File: config.mk
export PLATFORM = sky130hd
export DESIGN_NAME = uart_tx_arbiter
export DESIGN_NICKNAME = d
export VERILOG_FILES = /design/src/rtl/uart_tx_arbiter.sv
export SDC_FILE = /design/constraint.sdc
export NUM_CORES = 1
export LEC_CHECK = 0
export ABC_AREA = 1
export CAP_MARGIN = 5
export CORE_UTILIZATION = 47
export DETAILED_ROUTE_END_ITERATION = 8
export PLACE_DENSITY = 0.75
export SYNTH_ARGS = -nofsm -noshare
export SYNTH_HDL_FRONTEND = slang
export SYNTH_SLANG_ARGS = --single-unit
File: constraint.sdc
create_clock -name clk -period 1.79 [get_ports clk]
set_input_delay 0.2685 -clock clk [delete_from_list [all_inputs] [get_ports clk]]
set_output_delay 0.2685 -clock clk [all_outputs]
set_load 0.01 [all_outputs]
File: src/rtl/uart_tx_arbiter.sv
// Purpose: round-robin, message-locked sharing of one UART transmitter between two byte streams.
// Latency: valid->grant 1 cycle, accept->tx_start 1 cycle, tx_done->next ready 1+GAP cycles.
// Backpressure: ready only for the granted channel in LOAD; tx_start held off while tx_busy is high.
module uart_tx_arbiter #(
    parameter int GAP  = 2,
    parameter int TO_W = 10
) (
    input  logic       clk,
    input  logic       rst,
    input  logic       req0_valid,
    input  logic [7:0] req0_data,
    input  logic       req0_last,
    output logic       req0_ready,
    input  logic       req1_valid,
    input  logic [7:0] req1_data,
    input  logic       req1_last,
    output logic       req1_ready,
    output logic [7:0] tx_data,
    output logic       tx_start,
    input  logic       tx_busy,
    input  logic       tx_done,
    output logic [1:0] grant,
    output logic       busy,
    output logic       abort
);

    localparam int GW = (GAP > 1) ? $clog2(GAP) : 1;

    typedef enum logic [2:0] {
        S_IDLE,
        S_LOAD,
        S_SEND,
        S_WAIT,
        S_GAP
    } state_t;

    state_t          state;
    state_t          state_nx;
    logic            rr;        // 1: ch1 wins the next tie
    logic            last_q;
    logic [TO_W-1:0] wdog;
    logic [GW-1:0]   gap_cnt;

    logic            sel_valid;
    logic [7:0]      sel_data;
    logic            sel_last;
    logic            claim;     // IDLE picks an owner this cycle
    logic            pick1;     // owner being picked is ch1
    logic            take;      // byte accepted from the owner
    logic            finish;    // message over (last byte done or aborted)
    logic            start_gap;

    // The owner's stream; grant is zero outside a message so nothing is selected then.
    assign sel_valid = (grant[0] & req0_valid) | (grant[1] & req1_valid);
    assign sel_data  = grant[1] ? req1_data : req0_data;
    assign sel_last  = grant[1] ? req1_last : req0_last;
    assign busy      = (state != S_IDLE);

    // State register.
    always_ff @(posedge clk or posedge rst) begin
        if (rst) begin
            state <= S_IDLE;
        end else begin
            state <= state_nx;
        end
    end

    // Next-state decode plus the handshake strobes that steer the datapath registers.
    always_comb begin
        state_nx   = state;
        req0_ready = 1'b0;
        req1_ready = 1'b0;
        tx_start   = 1'b0;
        abort      = 1'b0;
        claim      = 1'b0;
        pick1      = 1'b0;
        take       = 1'b0;
        finish     = 1'b0;
        start_gap  = 1'b0;
        case (state)
            S_IDLE: begin
                if (req0_valid | req1_valid) begin
                    claim    = 1'b1;
                    pick1    = req1_valid & (~req0_valid | rr);
                    state_nx = S_LOAD;
                end
            end
            S_LOAD: begin
                req0_ready = grant[0];
                req1_ready = grant[1];
                if (sel_valid) begin
                    take     = 1'b1;
                    state_nx = S_SEND;
                end else if (wdog == {TO_W{1'b1}}) begin
                    abort    = 1'b1;
                    finish   = 1'b1;
                    state_nx = S_IDLE;
                end
            end
            S_SEND: begin
                if (!tx_busy) begin
                    tx_start = 1'b1;
                    state_nx = S_WAIT;
                end
            end
            S_WAIT: begin
                if (tx_done) begin
                    if (GAP > 0) begin
                        start_gap = 1'b1;
                        state_nx  = S_GAP;
                    end else if (last_q) begin
                        finish   = 1'b1;
                        state_nx = S_IDLE;
                    end else begin
                        state_nx = S_LOAD;
                    end
                end
            end
            S_GAP: begin
                if (gap_cnt == '0) begin
                    if (last_q) begin
                        finish   = 1'b1;
                        state_nx = S_IDLE;
                    end else begin
                        state_nx = S_LOAD;
                    end
                end
            end
            default: state_nx = S_IDLE;
        endcase
    end

    // Owner and fairness pointer: grant set on claim, cleared at message end; the pointer moves off the finished owner.
    always_ff @(posedge clk or posedge rst) begin
        if (rst) begin
            grant <= 2'b00;
            rr    <= 1'b0;
        end else if (claim) begin
            grant <= pick1 ? 2'b10 : 2'b01;
        end else if (finish) begin
            grant <= 2'b00;
            rr    <= grant[0];
        end
    end

    // Accepted byte and its last flag, held steady for the whole frame.
    always_ff @(posedge clk or posedge rst) begin
        if (rst) begin
            tx_data <= 8'h00;
            last_q  <= 1'b0;
        end else if (take) begin
            tx_data <= sel_data;
            last_q  <= sel_last;
        end
    end

    // Stall watchdog: counts only starved LOAD cycles, zero everywhere else.
    always_ff @(posedge clk or posedge rst) begin
        if (rst) begin
            wdog <= '0;
        end else if (state == S_LOAD && !take && !abort) begin
            wdog <= wdog + 1'b1;
        end else begin
            wdog <= '0;
        end
    end

    // Inter-byte gap countdown.
    always_ff @(posedge clk or posedge rst) begin
        if (rst) begin
            gap_cnt <= '0;
        end else if (start_gap) begin
            gap_cnt <= GW'((GAP > 0) ? GAP - 1 : 0);
        end else if (state == S_GAP && gap_cnt != '0) begin
            gap_cnt <= gap_cnt - 1'b1;
        end
    end

endmodule

==> results by group <==
Run status
  – Status: finished, final reports clean

Timing
  – FMAX: 579 MHz
  – Clock period minus worst slack: 1730 ps
  – Worst-Margin Slew: 324 ps
  – Total Negative Setup Slacks: 0 ps
  – Final worst slack: 63.1 ps
  – Final hold slack: 293 ps
  – Final hold vios: 0
  – Finish-stage setup viols: 0
  – Slew Viols, Final: 0
  – Skew final: 2.81 ps
  – Unrepaired setup endpoints after global routing: no
  – Crit share post-route: 96.5%
  – Headroom to the max-slew limit: 78.3%

Critical path
  – Critical Path AT: 1460 ps
  – Worst setup SP type: flop
  – R2R depth: 9
  – CP cell instances: nor2_4 > inv_1 > nor2_2 > inv_1 > dlygate4sd2_1
  – Family with the most delay on the worst path: flip-flops
  – Worst path required time: 1520 ps
  – CP Class: flop to primary output
  – CP Capture Type: primary output
  – Worst path buffer plus inverter count: 3
  – Critical path depth: 5
  – Most used cell, CP: inv_1
  – Critical-path maximum fanout: 4
  – Slowest CP cell: dfrtp_2
  – Max incr delay on CP: 470 ps

Floorplanning
  – Initial Utilization: 49.4%
  – Row cnt: 19
  – DIE WIDTH: 55.6 microns
  – Top-Level Pins: 39
  – Die Area: 3090 sq um
  – Core footprint: 2730 sq um
  – Die Ht: 55.6 microns

Route
  – ANT nets after route: 0
  – Metal-1 WL: 1410 microns
  – DRC: 0
  – First drt pass iteration count: 6
  – Wirelength, routed: 3270 microns
  – Via count: 1,368
  – Met2 Wirelength: 1660 microns
  – WL/cell: 12.3 microns
  – Avg Vias per Cell: 5.16
  – Met3 routed WL: 151 microns
  – Uppermost layer routed: met4
  – DRT iter0 DRCs: 27

Logic synthesis
  – Post-synth net total: 195
  – Seq/Total Area, Yosys: 48.1%
  – Yosys top cell by area: dfrtp_1
  – Avg Cell Area, Syn: 7.95 sq um
  – Top cell type's share of synthesized area: 48.1%
  – Synth top area cells: dfrtp_1, nand2_1, nor2_1
  – Syn Inst Count: 170
  – Synth warn: 0
  – Flops & latches, synth: 26
  – Yosys cell types: 30
  – Mapped Area: 1350 sq um

Finish
  – Final core occ: 72.5%
  – Commonest non-fill, non-tap cell in the layout: nand2_1
  – Multi-input gate area: 611 sq um
  – # diodes: 0
  – Nets: 261
  – Most frequent cells in the layout: nand2_1, clkdlybuf4s50_1, nor2_1, buf_4, dfrtp_1
  – Sequential cell area: 653 sq um
  – # fillers: 207
  – Layout cells sized above 1: 19.7%
  – Final Non-Filler Cells: 265
  – Post-route design area: 1980 sq um
  – Area Growth Syn to Fin: 46.7%

GRT
  – GRT Total Usage: 22.6%
  – Initial antenna violation count: 0
  – GRT overflow: 0
  – Vias in the first global route: 1,336
  – Largest net degree at the start of global routing: 27
  – Global-route wire length before repair: 5530 microns

Power
  – Max rail drop VDD: 0.000332 V
  – Leak pwr: 0.990 nW
  – Total power: 0.904 mW
  – Sw Ratio: 20.7%
  – Comb pwr share: 8.2%
  – Pwr dens: 456 nW/um^2
  – Seq pwr share: 65.0%
  – NetSw: 0.188 mW
  – Clock Power Share: 26.8%
  – Int Pwr: 0.717 mW

Clock tree
  – CTS clk-pin slew, worst paths: 130 ps
  – CTS Buf Count: 3
  – Clk Latency, worst-skew pair: 310 ps
  – CTS tree: built
  – Maximum clock path buffer count: 2
  – Clk sinks: 26
  – CTS root buffer: clkbuf_4
  – H-tree levels: 1

Worst hold path
  – Tightest Hold Check Type: input port to asynchronous set/reset pin

Placed design
  – Port Buf Inserts: 38
  – Dpl cell area: 1860 sq um
  – Cell count after placement: 252
  – Place WS: -166 ps
  – Final GP Congestion: 0.860
  – Detailed Place HPWL: 2350 microns

Flow run
  – Total of max-cap violations: 0
## cell usage after synthesis, drive strengths merged
library cell	count
nor3	1
nand2	46
a31oi	10
clkbuf	1
ha	1
nor2	29
a21boi	1
o21ai	4
dfrtp	26
o21bai	1
nor3b	2
a21oi	1
nand3	12
nand4	4
xor2	2
nand3b	1
inv	21
and3	1
buf	2
xnor2	1
or2	1
o22ai	1
clkinv	1
## timing repair
item	CTS	global route
buffers inserted	4	6
hold buffers	0	0
resized for setup	13	7
endpoints found under the setup margin	5	4
pin swaps	1	3
## routing by layer
layer  track usage, %  vias up
li1                 -      670
met1             27.0      641
met2             41.5       51
met3             3.49        6
met4             6.79        0
met5                0        -
## kinds of logic (layout without fill, tap and decap cells)
| kind of cell | after synthesis | in the layout | synth area share, % |
|---|---|---|---|
| fa+ha+maj | 1 | 1 | 0.926 |
| xor+xnor | 3 | 3 | 1.94 |
| flops | 26 | 26 | 48.1 |
| simple gates | 97 | 97 | 32.4 |
| buf+inv | 25 | 89 | 8.52 |
| compound gates | 18 | 18 | 8.06 |
## tightest hold or removal path, cell delays in order
cell,delay (ps)
clkdlybuf4s50_1,400
inv_1,50
buf_4,300
## layout make-up
class	count	area share [%]
Clock buffer	3	1.14
Inverter	22	4.29
Multi-Input combinational cell	119	30.8
Sequential cell	26	33.0
Tap cell	31	1.96
Timing Repair Buffer	64	28.9
## final timing paths
check                                  endpoint                  from  slack, ps
max                                        busy  state[0]$_DFFE_PP0P_         60
min                           wdog[7]$_DFF_PP0_                   rst        290
max reg2reg                state[1]$_DFFE_PP0P_     wdog[1]$_DFF_PP0_        240
min reg2reg                   wdog[7]$_DFF_PP0_     wdog[7]$_DFF_PP0_        530
max in group asynchronous  state[1]$_DFFE_PP0P_                   rst       1230
min in group clk             last_q$_DFFE_PP0P_             req1_last        500
## power by group through the flow
stage	Combinational, mW	Clock (mW)	Sequential (mW)
after floorplan	0.0148	0	0.598
after global placement	0.0740	0	0.598
after global routing	0.0819	0.272	0.588
final	0.0744	0.243	0.587
after CTS	0.0761	0.250	0.587
after detailed placement	0.0759	0	0.598
## registers in the layout, summed over array words and instances (netlist names)
register and count:
last_q 1, wdog 10, gap_cnt 1, grant 2
rr 1, state 3, tx_data 8
Power figures use the tool's default switching activity.
